[config.mk]
export PLATFORM = sky130hd
export DESIGN_NAME = regfile_wb_arbiter_flat
export DESIGN_NICKNAME = d
export VERILOG_FILES = /design/src/rtl/regfile_wb_arbiter_if.sv /design/src/rtl/regfile_wb_arbiter.sv /design/src/flat_wrapper.sv
export SDC_FILE = /design/constraint.sdc
export NUM_CORES = 1
export LEC_CHECK = 0
export ABC_CLOCK_PERIOD_IN_PS = 5000
export BUFFER_PORTS_ARGS = -buffer_cell sky130_fd_sc_hd__buf_2
export CAP_MARGIN = 20
export CORE_MARGIN = 10
export CORE_UTILIZATION = 31
export CTS_CLUSTER_SIZE = 30
export DETAILED_ROUTE_END_ITERATION = 7
export PLACE_DENSITY_LB_ADDON = 0.3
export SYNTH_ARGS = -nofsm -noshare
export SYNTH_HDL_FRONTEND = slang
export SYNTH_SLANG_ARGS = --single-unit
[constraint.sdc]
create_clock -name clk -period 5 [get_ports clk]
set_clock_uncertainty 0.2 [all_clocks]
set_input_delay 1 -clock clk [delete_from_list [all_inputs] [get_ports clk]]
set_output_delay 1 -clock clk [all_outputs]
set_load 0.01 [all_outputs]
[src/rtl/regfile_wb_arbiter_if.sv]
// Bus bundle between writeback requesters, issue logic and the regfile write-port arbiter.
interface regfile_wb_arbiter_if #(
  parameter int unsigned XLEN           = 32,
  parameter int unsigned NUM_REQ        = 2,
  parameter int unsigned REG_IDX_W      = 5,
  parameter int unsigned REGISTER_COUNT = 32
);

  // Writeback request side
  logic [NUM_REQ-1:0]           req_valid;
  logic [NUM_REQ*REG_IDX_W-1:0] req_rd;
  logic [NUM_REQ*XLEN-1:0]      req_data;
  logic [NUM_REQ-1:0]           req_ready;

  // Regfile write port
  logic                         rd_wen;
  logic [REG_IDX_W-1:0]         rd_addr;
  logic [XLEN-1:0]              rd_wdata;

  // Issue-side scoreboard access
  logic                         rsv_valid;
  logic [REG_IDX_W-1:0]         rsv_rd;
  logic [REG_IDX_W-1:0]         chk_rs1;
  logic [REG_IDX_W-1:0]         chk_rs2;
  logic                         rs1_busy;
  logic                         rs2_busy;
  logic [REGISTER_COUNT-1:0]    pending;

  // Arbiter side
  modport slave (
    input  req_valid, req_rd, req_data, rsv_valid, rsv_rd, chk_rs1, chk_rs2,
    output req_ready, rd_wen, rd_addr, rd_wdata, rs1_busy, rs2_busy, pending
  );

  // Requester / issue / regfile side
  modport master (
    output req_valid, req_rd, req_data, rsv_valid, rsv_rd, chk_rs1, chk_rs2,
    input  req_ready, rd_wen, rd_addr, rd_wdata, rs1_busy, rs2_busy, pending
  );

endinterface

[src/rtl/regfile_wb_arbiter.sv]
// Round-robin arbiter for the single regfile write port plus a pending-write scoreboard
// used by issue to detect RAW hazards on rs1/rs2.
module regfile_wb_arbiter #(
  parameter int unsigned XLEN    = 32,
  parameter int unsigned NUM_REQ = 2
) (
  input logic                clk,
  input logic                n_rst,
  regfile_wb_arbiter_if.slave bus
);

  localparam int unsigned REGISTER_COUNT = 32;
  localparam int unsigned REG_IDX_W      = 5;
  localparam int unsigned PTR_W          = (NUM_REQ > 1) ? $clog2(NUM_REQ) : 1;

  logic [PTR_W-1:0]          rr_ptr_q, rr_ptr_d;
  logic [REGISTER_COUNT-1:0] pending_q, pending_d;

  logic                      grant_found;
  logic [PTR_W-1:0]          grant_idx;
  logic [PTR_W-1:0]          cand;
  logic [REG_IDX_W-1:0]      grant_rd;
  logic [XLEN-1:0]           grant_data;
  logic                      handshake;

  logic [REG_IDX_W-1:0]      rd_slot   [NUM_REQ];
  logic [XLEN-1:0]           data_slot [NUM_REQ];

  // Unpack the flat request buses into per-requester slots
  always_comb begin
    for (int i = 0; i < NUM_REQ; i++) begin
      rd_slot[i]   = bus.req_rd[i*REG_IDX_W +: REG_IDX_W];
      data_slot[i] = bus.req_data[i*XLEN +: XLEN];
    end
  end

  // First valid requester at or after rr_ptr, wrapping; nothing is granted while in reset
  always_comb begin
    grant_found = 1'b0;
    grant_idx   = '0;
    cand        = '0;
    for (int unsigned off = 0; off < NUM_REQ; off++) begin
      cand = PTR_W'((32'(rr_ptr_q) + off) % NUM_REQ);
      if (!grant_found && bus.req_valid[cand]) begin
        grant_found = 1'b1;
        grant_idx   = cand;
      end
    end
    if (!n_rst) begin
      grant_found = 1'b0;
    end
  end

  assign handshake  = grant_found;
  assign grant_rd   = grant_found ? rd_slot[grant_idx] : '0;
  assign grant_data = grant_found ? data_slot[grant_idx] : '0;

  // Grant and write-port outputs; x0 writes are consumed without a regfile write
  always_comb begin
    bus.req_ready = '0;
    if (grant_found) begin
      bus.req_ready[grant_idx] = 1'b1;
    end
    bus.rd_addr  = grant_rd;
    bus.rd_wdata = grant_data;
    bus.rd_wen   = handshake && (grant_rd != '0);
  end

  // Next pointer and scoreboard: clear on writeback first so a same-cycle reserve wins
  always_comb begin
    rr_ptr_d  = rr_ptr_q;
    pending_d = pending_q;
    if (handshake) begin
      rr_ptr_d            = PTR_W'((32'(grant_idx) + 1) % NUM_REQ);
      pending_d[grant_rd] = 1'b0;
    end
    if (bus.rsv_valid && (bus.rsv_rd != '0)) begin
      pending_d[bus.rsv_rd] = 1'b1;
    end
    pending_d[0] = 1'b0;
  end

  // State registers
  always_ff @(posedge clk or negedge n_rst) begin
    if (!n_rst) begin
      rr_ptr_q  <= '0;
      pending_q <= '0;
    end else begin
      rr_ptr_q  <= rr_ptr_d;
      pending_q <= pending_d;
    end
  end

  // Busy reflects registered pending, so it drops only once the regfile holds the new value
  always_comb begin
    bus.rs1_busy = n_rst && pending_q[bus.chk_rs1];
    bus.rs2_busy = n_rst && pending_q[bus.chk_rs2];
    bus.pending  = pending_q;
  end

endmodule

[src/flat_wrapper.sv]
// flat-port wrapper written by rule: the top's interface ports become plain ports
module regfile_wb_arbiter_flat 
#(
  parameter int unsigned XLEN    = 32,
  parameter int unsigned NUM_REQ = 2
)
  (clk, n_rst, bus_req_valid, bus_req_rd, bus_req_data, bus_rsv_valid, bus_rsv_rd, bus_chk_rs1, bus_chk_rs2, bus_req_ready, bus_rd_wen, bus_rd_addr, bus_rd_wdata, bus_rs1_busy, bus_rs2_busy, bus_pending);
  regfile_wb_arbiter_if #(.XLEN(XLEN), .NUM_REQ(NUM_REQ)) bus_i ();
  input logic clk;
  input logic n_rst;
  input wire logic [$bits(bus_i.req_valid)-1:0] bus_req_valid;
  input wire logic [$bits(bus_i.req_rd)-1:0] bus_req_rd;
  input wire logic [$bits(bus_i.req_data)-1:0] bus_req_data;
  input wire logic [$bits(bus_i.rsv_valid)-1:0] bus_rsv_valid;
  input wire logic [$bits(bus_i.rsv_rd)-1:0] bus_rsv_rd;
  input wire logic [$bits(bus_i.chk_rs1)-1:0] bus_chk_rs1;
  input wire logic [$bits(bus_i.chk_rs2)-1:0] bus_chk_rs2;
  output wire logic [$bits(bus_i.req_ready)-1:0] bus_req_ready;
  output wire logic [$bits(bus_i.rd_wen)-1:0] bus_rd_wen;
  output wire logic [$bits(bus_i.rd_addr)-1:0] bus_rd_addr;
  output wire logic [$bits(bus_i.rd_wdata)-1:0] bus_rd_wdata;
  output wire logic [$bits(bus_i.rs1_busy)-1:0] bus_rs1_busy;
  output wire logic [$bits(bus_i.rs2_busy)-1:0] bus_rs2_busy;
  output wire logic [$bits(bus_i.pending)-1:0] bus_pending;
  assign bus_i.req_valid = bus_req_valid;
  assign bus_i.req_rd = bus_req_rd;
  assign bus_i.req_data = bus_req_data;
  assign bus_i.rsv_valid = bus_rsv_valid;
  assign bus_i.rsv_rd = bus_rsv_rd;
  assign bus_i.chk_rs1 = bus_chk_rs1;
  assign bus_i.chk_rs2 = bus_chk_rs2;
  assign bus_req_ready = bus_i.req_ready;
  assign bus_rd_wen = bus_i.rd_wen;
  assign bus_rd_addr = bus_i.rd_addr;
  assign bus_rd_wdata = bus_i.rd_wdata;
  assign bus_rs1_busy = bus_i.rs1_busy;
  assign bus_rs2_busy = bus_i.rs2_busy;
  assign bus_pending = bus_i.pending;
  regfile_wb_arbiter #(.XLEN(XLEN), .NUM_REQ(NUM_REQ)) u_core (.clk(clk), .n_rst(n_rst), .bus(bus_i));
endmodule
Yosys cells after proc, flatten, opt, wreduce, memory -nomap -nowiden --
Cells that the tools add are included.
Word-level totals: register bits 32, bits of input ports 94, output and inout port bits 74
Operators by class: $add $sub $neg 2, reduce and logical (&&, ||, !) cells 11, order comparisons 11, multiplexer cells 30, bitwise logic cells 4
Operator list (count):
- two-way mux 32 bit | 6
- bitwise AND 32 bit | 1
- inverter 32 bit | 1
- bitwise OR 32 bit | 1
- less-than comparator 5 x 6 -> 1 bit (second input constant) | 4
- two-way mux 5 bit | 4
- two-way mux 1 bit | 14
- binary-select mux 1 bit (select 5 bit) | 2
- demux 1 bit (select 5 bit) | 2
- greater-or-equal comparator 5 x 1 -> 1 bit (second input constant) | 2
- nonzero test 5 bit | 2
- logical AND 1 bit | 8
- less-than comparator 1 x 2 -> 1 bit (second input constant) | 3
- adder 1 bit (second input constant) | 2
- greater-or-equal comparator 2 bit (second input constant) | 1
- two-way mux 2 bit | 1
- inverter 1 -> 2 bit | 1
- demux 1 bit (select 1 bit) | 1
- greater-or-equal comparator 1 bit (second input constant) | 1
- logical NOT 1 bit | 1

Logic depth before layout (Yosys ltp) --
Gate-level depths: netlist (run 1).
word-level depth 20, depth in mapped cells 6

Least setup slack after synthesis (run 1) --
No wires, ideal clock.
kind input-to-output, from input port bus_chk_rs2[0], to output port bus_rs2_busy, required time 3.800 ns, stages 6, slack 1.515 ns, arrival 2.285 ns, cell sequence buf_6 mux4_2 or3b_1 o31ai_1 a2111oi_1 a31o_1
On the way: longest elaborated chain between the ends 3
RTL lines:
- start, declared | line flat_wrapper.sv:17 | input wire logic [$bits(bus_i.chk_rs2)-1:0] bus_chk_rs2;
- binary-select mux 1 bit (select 5 bit) | line regfile_wb_arbiter.sv:97 | bus.rs2_busy = n_rst && pending_q[bus.chk_rs2];
- two-way mux 1 bit (implied by the code) | line regfile_wb_arbiter.sv:97
- logical AND 1 bit | line regfile_wb_arbiter.sv:97
- end, declared | line flat_wrapper.sv:23 | output wire logic [$bits(bus_i.rs2_busy)-1:0] bus_rs2_busy;
Every way passes these cells. The select of a mux whose other input is x is not followed.

Final worst setup path (run 1) --
from input port bus_req_valid[1], to output port bus_rd_wen
On the way: longest elaborated chain between the ends 13, elaborated cells on any way between the ends 18
RTL lines:
- start, declared | line flat_wrapper.sv:11 | input wire logic [$bits(bus_i.req_valid)-1:0] bus_req_valid;
- two-way mux 1 bit (implied by the code) (2 in a row) | line regfile_wb_arbiter.sv:44 | if (!grant_found && bus.req_valid[cand]) begin
- two-way mux 1 bit | line regfile_wb_arbiter.sv:44
- logical NOT 1 bit | line regfile_wb_arbiter.sv:44
- logical AND 1 bit | line regfile_wb_arbiter.sv:44
- two-way mux 1 bit | line regfile_wb_arbiter.sv:44
- inverter 1 -> 2 bit (implied by the code) | line regfile_wb_arbiter.sv:55 | assign grant_rd = grant_found ? rd_slot[grant_idx] : '0;
- two-way mux 5 bit (implied by the code) (3 in a row) | line regfile_wb_arbiter.sv:55
- two-way mux 5 bit | line regfile_wb_arbiter.sv:55
- nonzero test 5 bit | line regfile_wb_arbiter.sv:66 | bus.rd_wen = handshake && (grant_rd != '0);
- logical AND 1 bit * | line regfile_wb_arbiter.sv:66
- end, declared | line flat_wrapper.sv:19 | output wire logic [$bits(bus_i.rd_wen)-1:0] bus_rd_wen;
Mark *: on every way between the ends. The rest lies on a longest branch, timed or not. The select of a mux whose other input is x is not followed.

==> impl_metrics.csv, run 1 <==
group,metric,value,unit
yosys,synth_nets,362,
final_layout,drive_above_1_share,45.39,%
clocking,cts_resized,0,
yosys,yosys_warnings,0,
critical_path,max_stage_delay,0.62,ns
clocking,cts_buffers,5,
critical_path,reg2reg_slack,2.63,ns
sta,clock.fmax,0.2534,GHz
sta,setup_violations,0,
critical_path,crit_required,3.80,ns
global_routing,grt_overflow,0,
clocking,clk_latency,0.29,ns
global_routing,grt_pass1_vias,2967,
sta,setup_tns,0,ns
place,post-dp-hpwl,9207,um
floorplan,core_region_area,7687,um^2
drt,wl_per_cell,21.25,um
min_path,hold_path_end,"u_core.rr_ptr_q$_DFFE_PN0P_",
power_and_ir_drop,ir_drop,0.0001647,V
critical_path,crit_chain,"buf_2 > a21boi_1 > a32oi_1 > a31oi_1 > or3_1 > buf_2",
yosys,synth.top_cell.area_share,32.84,%
min_path,min_path_type,"reg -> reg",
sta,final-max-slew-violation-count,0,
clocking,clkTransAtPathRegs,0.07,ns
final_layout,diodes,0,
final_layout,fin_util,44.40,%
sta,fin_crit,3.946,ns
drt,wl,11160,um
critical_path,reg2reg_depth,5,
global_routing,grt_start_max_net_pins,34,
clocking,hold_buffers,0,
sta,hold_viol_final,0,
clocking,cts-htree-levels,2,
critical_path,endpoint_kind,"primary output",
final_layout,n_fill_cell,788,
power_and_ir_drop,power.density,317.3,nW/um^2
yosys,async_reset_ff_share,100.0,%
yosys,synth.area.top_cells,"dfrtp_1, mux4_2, a22o_1",
final_layout,final_cell_area,3413,um^2
critical_path,reg2reg_to,"u_core.bus.pending[22]$_DFF_PN0_",
status,status,"complete, no violations",
yosys,syn-instance-count,268,
critical_path,worstPathArrival,2.75,ns
drt,viasPerCell,5.619,
sta,worstMarginPinSlew,0.7801,ns
place,io_buffers,166,
final_layout,syn_to_final_growth,39.97,%
yosys,syn_area_per_cell,9.099,um^2
final_layout,nets,516,
yosys,yosysSeqAreaShare,32.84,%
yosys,ys_seq_elements,32,
global_routing,grt_pass1_wl,16490,um
critical_path,criticalPathCategory,"in -> out",
clocking,cts_buffer_depth,2,
critical_path,crit_slowest_cell,"a21boi_1",
drt,num_vias,2950,
critical_path,worstSetupStartpointType,"primary input",
place,place_area,3316,um^2
yosys,synth_edf_count,0,
floorplan,start_util,31.72,%
drt,drt_first_pass_iters,6,
floorplan,num_rows,32,
sta,period_share,78.92,%
global_routing,grt_use_total,17.74,%
floorplan,die_w,108.7,um
floorplan,die_h,108.7,um
critical_path,timing.rr.start,"u_core.rr_ptr_q$_DFFE_PN0P_",
floorplan,ios,168,
yosys,synth_flop_cell,"dfrtp_1",
min_path,worstHoldStart,"u_core.rr_ptr_q$_DFFE_PN0P_",
drt,ant_nets,0,
clocking,cts-root-buf,"clkbuf_8",
min_path,hold_depth,1,
drt,drcViolationCount,0,
sta,relSlewSlack,47.88,%
sta,rsz0062_at_grt,"false",
critical_path,crit_top_cell,"buf_2",
place,gp_congestion,0.8958,
drt,drt_iter0_markers,205,
sta,timing.hold.ws,0.3205,ns
critical_path,crit_path_max_fanout,14,
yosys,yosysTopAreaCell,"dfrtp_1",
yosys,synth_area,2439,um^2
yosys,synth_cell_types,40,
flow_run,drv_cap,0,
clocking,cts_tree,"yes",
global_routing,grt_antenna_before_repair,0,
clocking,cts_setup_buffers,0,
clocking,cts_sinks,32,
floorplan,die_area,11810,um^2
power_and_ir_drop,p_leak,1.657,nW
## cell type report
class | instances | area (um^2) | share of cell area, %
multi-input combinational | 207 | 1508 | 44.17
timing repair buffer | 169 | 853.3 | 25.00
sequential | 32 | 800.8 | 23.46
tap | 102 | 127.6 | 3.739
clock buffer | 6 | 82.58 | 2.419
inverter | 7 | 26.28 | 0.7698
clock inverter | 2 | 15.01 | 0.4399
## worst max path at each step
stage	from	endpoint	slack, ns	depth (start not counted)
after floorplan	bus_chk_rs2[0]	bus_rs2_busy	1.52	6
after global placement	bus_req_valid[1]	bus_rd_wen	1.15	6
after detailed placement	bus_req_valid[1]	bus_rd_wen	1.05	6
after CTS	bus_req_valid[1]	bus_rd_wen	1.05	6
after global routing	bus_req_valid[1]	bus_rd_wen	0.83	6
final	bus_req_valid[1]	bus_rd_wen	1.05	6
## critical path: cells and delay by family
family,cells,cell delay [ns]
simple gates,1,0.15
compound gates,3,1.28
buf+inv,2,0.31
## logic make-up after synthesis
kind of cell,count (synthesis),synth area share [%]
AO/OA/AOI/OAI,112,31.20
multiplexers,20,15.44
other,1,0.1538
AND/OR/NAND/NOR,74,15.03
buffers and inverters,29,5.335
flip-flops,32,32.84
## per-layer routing
layer | share of wire (%) | routed length, um | GRT usage (%)
met5 | 0 | 0 | 0
met4 | 1.7 | 187 | 5.273
met3 | 12 | 1310 | 6.490
met2 | 50 | 5631 | 30.86
met1 | 36 | 4027 | 19.90
## cells in the final DEF, fill, tap and decap left out
master      instances
nand3_1            11
a21boi_1            1
o31ai_1             3
nor3b_1             1
buf_4               3
clkinvlp_4          2
a31o_1              1
mux2_2              1
mux2i_1             5
a31oi_1             2
nand3b_1            3
nor2_1              9
or3_1               1
conb_1              1
nand2_1            27
clkinv_1            1
and3_1              2
o21ai_0            48
dfrtp_1            32
a311o_1             1
a22o_1             32
and2_1              3
a211oi_1            1
nor2b_1             3
a32oi_1             5
and3b_1             1
a32o_1              6
o211ai_1            1
nor3_1              2
o21ai_1             2
clkbuf_8            6
buf_2             166
nand4_1             8
a2111oi_1           1
or3b_1              1
a21oi_1             8
nand2b_1            2
inv_1               6
mux4_2             14
## cells in the mapped netlist, drive strengths merged (3+ instances only)
| cell type | n |
|---|---|
| nand2 | 27 |
| mux4 | 14 |
| a32oi | 5 |
| and2 | 3 |
| a21oi | 8 |
| dfrtp | 32 |
| o31ai | 3 |
| nor2b | 3 |
| buf | 9 |
| a22o | 32 |
| nand3 | 11 |
| nand4 | 8 |
| mux2i | 5 |
| clkbuf | 13 |
| inv | 6 |
| nor2 | 9 |
| a32o | 6 |
| o21ai | 50 |
| nand3b | 3 |
## stage by stage
step	total power (W)	setup slack, ns	std cells
after global placement	0.0008682	1.148	517
final	0.001083	1.054	525
after floorplan	0.0006472	1.515	268
after detailed placement	0.0008736	1.052	517
after global routing	0.001155	0.8267	525
after CTS	0.001089	1.052	525
## state kept, by name (all words and copies together), names as in the netlist
name,count
u_core.bus.pending,31
u_core.rr_ptr_q,1
## power by group
part           switching, W  internal (W)
combinational      0.000238      0.000217
sequential        0.0000838      0.000328
clock              0.000105      0.000111
total              0.000426      0.000657
Power figures use the tool's default switching activity.
==> run 2: changes to the inputs <==
- ABC_CLOCK_PERIOD_IN_PS: 5000 -> 3200
- clock period: 5 -> 3.2 ns (I/O delays scaled with it)
==> impl_metrics.csv, run 2 (synthesis gave the netlist of run 1 again) <==
group,metric,value,unit
critical_path,worstPathArrival,2.16,ns
place,post-dp-hpwl,9509,um
floorplan,die_h,108.7,um
floorplan,ios,168,
drt,viasPerCell,5.598,
power_and_ir_drop,p_leak,1.700,nW
final_layout,fin_cells,535,
floorplan,start_util,31.72,%
critical_path,crit_path_max_fanout,7,
drt,drcViolationCount,0,
sta,setup_tns,0,ns
place,dp_cells,526,
clocking,clkTransAtPathRegs,0.07,ns
floorplan,die_w,108.7,um
drt,drt-met1-wl,4195,um
sta,fin_ws,0.2046,ns
drt,drt_first_pass_iters,5,
clocking,cts_buffers,5,
clocking,hold_buffers,0,
sta,fin_crit,2.995,ns
power_and_ir_drop,power.density,493.1,nW/um^2
clocking,cts_resized,0,
sta,final-max-slew-violation-count,0,
global_routing,grt_pass1_vias,2890,
clocking,cts_buffer_depth,2,
sta,setup_violations,0,
power_and_ir_drop,ir_drop,0.0002835,V
drt,met3_length,1180,um
floorplan,num_rows,32,
clocking,cts-root-buf,"clkbuf_8",
drt,drt_iter0_markers,280,
drt,met2WireLength,5724,um
sta,hold_viol_final,0,
sta,clock.fmax,0.3338,GHz
final_layout,syn_to_final_growth,42.69,%
final_layout,final_cell_area,3480,um^2
place,place_area,3383,um^2
critical_path,timing.rr.start,"u_core.rr_ptr_q$_DFFE_PN0P_",
drt,wl_per_cell,21.13,um
clocking,cts_sinks,32,
floorplan,die_area,11810,um^2
drt,wl,11310,um
global_routing,grt_start_max_net_pins,34,
global_routing,grt_overflow,0,
final_layout,nets,525,
drt,routed.top_layer,"met4",
global_routing,grt_use_total,17.81,%
critical_path,startpoint,"bus_chk_rs2[2]",
critical_path,endpoint_kind,"primary output",
final_layout,final_common_cell,"buf_2",
final_layout,fin_util,45.26,%
final_layout,drive_above_1_share,46.30,%
clocking,clk_latency,0.29,ns
critical_path,criticalPathCategory,"in -> out",
final_layout,n_fill_cell,801,
sta,worstMarginPinSlew,0.5011,ns
final_layout,largest_register_ffs,31,
sta,period_share,93.61,%
place,dp_slack,0.2079,ns
place,io_buffers,166,
place,gp_congestion,0.9251,
drt,ant_nets,0,
critical_path,crit_required,2.36,ns
sta,rsz0062_at_grt,"false",
global_routing,grt_pass1_wl,16490,um
critical_path,worstSetupStartpointType,"primary input",
status,status,"complete, no violations",
sta,relSlewSlack,66.34,%
final_layout,layout_common_cells,"buf_2, o21ai_0, a22o_1, dfrtp_1, nand2_1",
drt,num_vias,2995,
global_routing,grt_antenna_before_repair,1,
clocking,cts-htree-levels,2,
min_path,min_path_type,"in -> async",
clocking,cts_setup_buffers,0,
floorplan,core_region_area,7687,um^2
clocking,cts_tree,"yes",
flow_run,drv_cap,0,
run 2: final cells by class:
type,count,area (um^2),share of cell area (%)
Antenna cell,1,2.502,0.07192
Clock buffer,7,86.33,2.481
Clock inverter,1,7.507,0.2157
Inverter,7,26.28,0.7551
Multi-Input combinational cell,207,1508,43.33
Sequential cell,32,800.8,23.01
Tap cell,102,127.6,3.668
Timing Repair Buffer,178,920.9,26.47
run 2: path summary, 6_finish.rpt:
kind                                                     to  slack [ns]  depth (start not counted)
setup reg to reg           u_core.bus.pending[17]$_DFF_PN0_        1.01                          6
setup / recovery                               bus_rs2_busy        0.20                          7
hold / removal             u_core.bus.pending[21]$_DFF_PN0_        0.20                          2
min in group clk                u_core.rr_ptr_q$_DFFE_PN0P_        0.32                          1
max in group asynchronous   u_core.bus.pending[2]$_DFF_PN0_        2.34                          2
hold reg to reg                 u_core.rr_ptr_q$_DFFE_PN0P_        0.32                          1
run 2: metal layers:
layer	up-vias	global-route usage, %
li1	1375	-
met1	1409	21.33
met2	194	30.95
met3	17	4.484
met4	0	4.991
met5	-	0
run 2: worst max-delay path, stage by stage:
cell and delay, ns:
buf_2 0.19, mux4_2 0.52, nor2b_1 0.14, a211oi_1 0.21, a21oi_1 0.08, a31o_1 0.23
buf_2 0.15
run 2: report_power, final:
group / switching [W] / internal [W] / leakage [nW]
clock network: 0.000153 / 0.000175 / 0.0445
registers: 0.000149 / 0.000513 / 0.381
logic: 0.000374 / 0.000351 / 1.27
total: 0.000677 / 0.00104 / 1.70
run 2: through the flow:
step	total power (W)	hold WS (ns)
after CTS	0.001720	0.2150
after global routing	0.001814	0.2282
after floorplan	0.001011	0.1444
after global placement	0.001382	0.3010
after detailed placement	0.001395	0.3039
final	0.001716	0.2013
==> run 3: changes to the inputs <==
- ABC_CLOCK_PERIOD_IN_PS: 3200 -> 3300
- clock period: 3.2 -> 3.3 ns (I/O delays scaled with it)
==> impl_metrics.csv, run 3 (synthesis gave the netlist of run 1 again) <==
group,metric,value,unit
clocking,cts_buffers,5,
final_layout,layout_common_cells,"buf_2, o21ai_0, a22o_1, dfrtp_1, nand2_1",
flow_run,drv_cap,0,
critical_path,reg2reg_slack,1.11,ns
clocking,cts_sinks,32,
critical_path,timing.rr.start,"u_core.rr_ptr_q$_DFFE_PN0P_",
clocking,hold_buffers,0,
global_routing,grt_pass1_vias,3037,
drt,viasPerCell,5.657,
global_routing,grt_start_max_net_pins,34,
global_routing,grt_use_total,18.18,%
status,status,"complete, no violations",
place,io_buffers,166,
power_and_ir_drop,power.density,477.0,nW/um^2
power_and_ir_drop,power_frac_seq,38.3,%
sta,period_share,91.27,%
critical_path,worstPathArrival,2.15,ns
critical_path,criticalPathCategory,"in -> out",
sta,clock.fmax,0.3320,GHz
clocking,clkTransAtPathRegs,0.07,ns
clocking,cts_buffer_depth,2,
drt,drcViolationCount,0,
sta,final-max-slew-violation-count,0,
final_layout,nets,524,
clocking,cts_tree,"yes",
clocking,cts-htree-levels,2,
floorplan,core_region_area,7687,um^2
final_layout,final_common_cell,"buf_2",
critical_path,worstSetupStartpointType,"primary input",
floorplan,die_h,108.7,um
drt,wl_per_cell,21.27,um
sta,rsz0062_at_grt,"false",
power_and_ir_drop,switchingPower,0.0006499,W
power_and_ir_drop,p_int,0.001006,W
place,place_area,3376,um^2
drt,num_vias,3021,
drt,drt_first_pass_iters,5,
clocking,cts_resized,0,
drt,drt_iter0_markers,300,
power_and_ir_drop,ir_drop,0.0002077,V
sta,setup_tns,0,ns
sta,setup_violations,0,
clocking,cts-root-buf,"clkbuf_8",
global_routing,grt_antenna_before_repair,1,
drt,wl,11360,um
critical_path,reg2reg_to,"u_core.bus.pending[17]$_DFF_PN0_",
power_and_ir_drop,p_leak,1.696,nW
min_path,min_path_type,"in -> async",
critical_path,reg2reg_depth,5,
final_layout,drive_above_1_share,46.17,%
global_routing,grt_pass1_wl,16910,um
floorplan,die_w,108.7,um
power_and_ir_drop,switching_share,39.24,%
floorplan,start_util,31.72,%
sta,hold_viol_final,0,
critical_path,crit_path_max_fanout,2,
critical_path,crit_required,2.44,ns
critical_path,endpoint_kind,"primary output",
place,gp_congestion,0.9044,
place,post-dp-hpwl,9462,um
floorplan,ios,168,
power_and_ir_drop,power_frac_comb,42.4,%
final_layout,largest_register_ffs,31,
clocking,cts_setup_buffers,0,
global_routing,grt_overflow,0,
clocking,clk_latency,0.28,ns
floorplan,num_rows,32,
power_and_ir_drop,power.share.clock,19.3,%
final_layout,final_cell_area,3472,um^2
final_layout,syn_to_final_growth,42.38,%
sta,fin_crit,3.012,ns
drt,ant_nets,0,
floorplan,die_area,11810,um^2
run 3: cell count changes in the layout (fill, tap and decap cells not counted), sizes merged:
cell	delta
buf	-1
run 3: power groups by stage:
stage                     Sequential, W  Combinational [W]  Clock (W)
final                          0.000634           0.000702   0.000320
after global routing           0.000645           0.000772   0.000342
after CTS                      0.000631           0.000708   0.000322
after detailed placement       0.000638           0.000706          0
after global placement         0.000637           0.000698          0
after floorplan                0.000632           0.000349          0
run 3: layout make-up:
cell class | instances | area (um^2)
Fill cell | 790 | 4215
Timing Repair Buffer | 177 | 913.4
Inverter | 7 | 26.28
Tap cell | 102 | 127.6
Clock inverter | 1 | 7.507
Multi-Input combinational cell | 207 | 1508
Antenna cell | 1 | 2.502
Sequential cell | 32 | 800.8
Clock buffer | 7 | 86.33
run 3: stage by stage:
stage	setup WS, ns	power (W)	utilization, %	instances	hold WS (ns)
finish	0.2881	0.001656	45.17	534	0.2280
global placement	0.3059	0.001335	43.91	525	0.2961
floorplan	0.4955	0.0009807	-	268	0.1644
global route	0.2135	0.001760	45.17	534	0.2600
CTS	0.2847	0.001661	45.13	533	0.2428
detailed placement	0.2917	0.001343	43.91	525	0.2994
run 3: critical path: stages:
cell and delay [ns]:
buf_2 0.11, mux4_2 0.50, or3b_1 0.37, o31ai_1 0.08, a2111oi_1 0.08, a31o_1 0.21, buf_2 0.15
run 3: worst max-delay path by stage:
stage                                      from           end  cells after the start
floorplan                        bus_chk_rs2[0]  bus_rs2_busy                      6
global placement                 bus_chk_rs2[2]  bus_rs2_busy                      7
detailed placement               bus_chk_rs2[0]  bus_rs2_busy                      7
CTS                              bus_chk_rs2[0]  bus_rs2_busy                      7
global route        u_core.rr_ptr_q$_DFFE_PN0P_    bus_rd_wen                      5
finish                           bus_chk_rs2[0]  bus_rs2_busy                      7
run 3: layer usage:
layer	GRT usage (%)	up-vias	part of all wire (%)
met5	0	-	0
met4	6.874	0	2.2
met3	4.543	19	10
met2	31.55	197	50
met1	21.17	1439	37
li1	-	1366	-
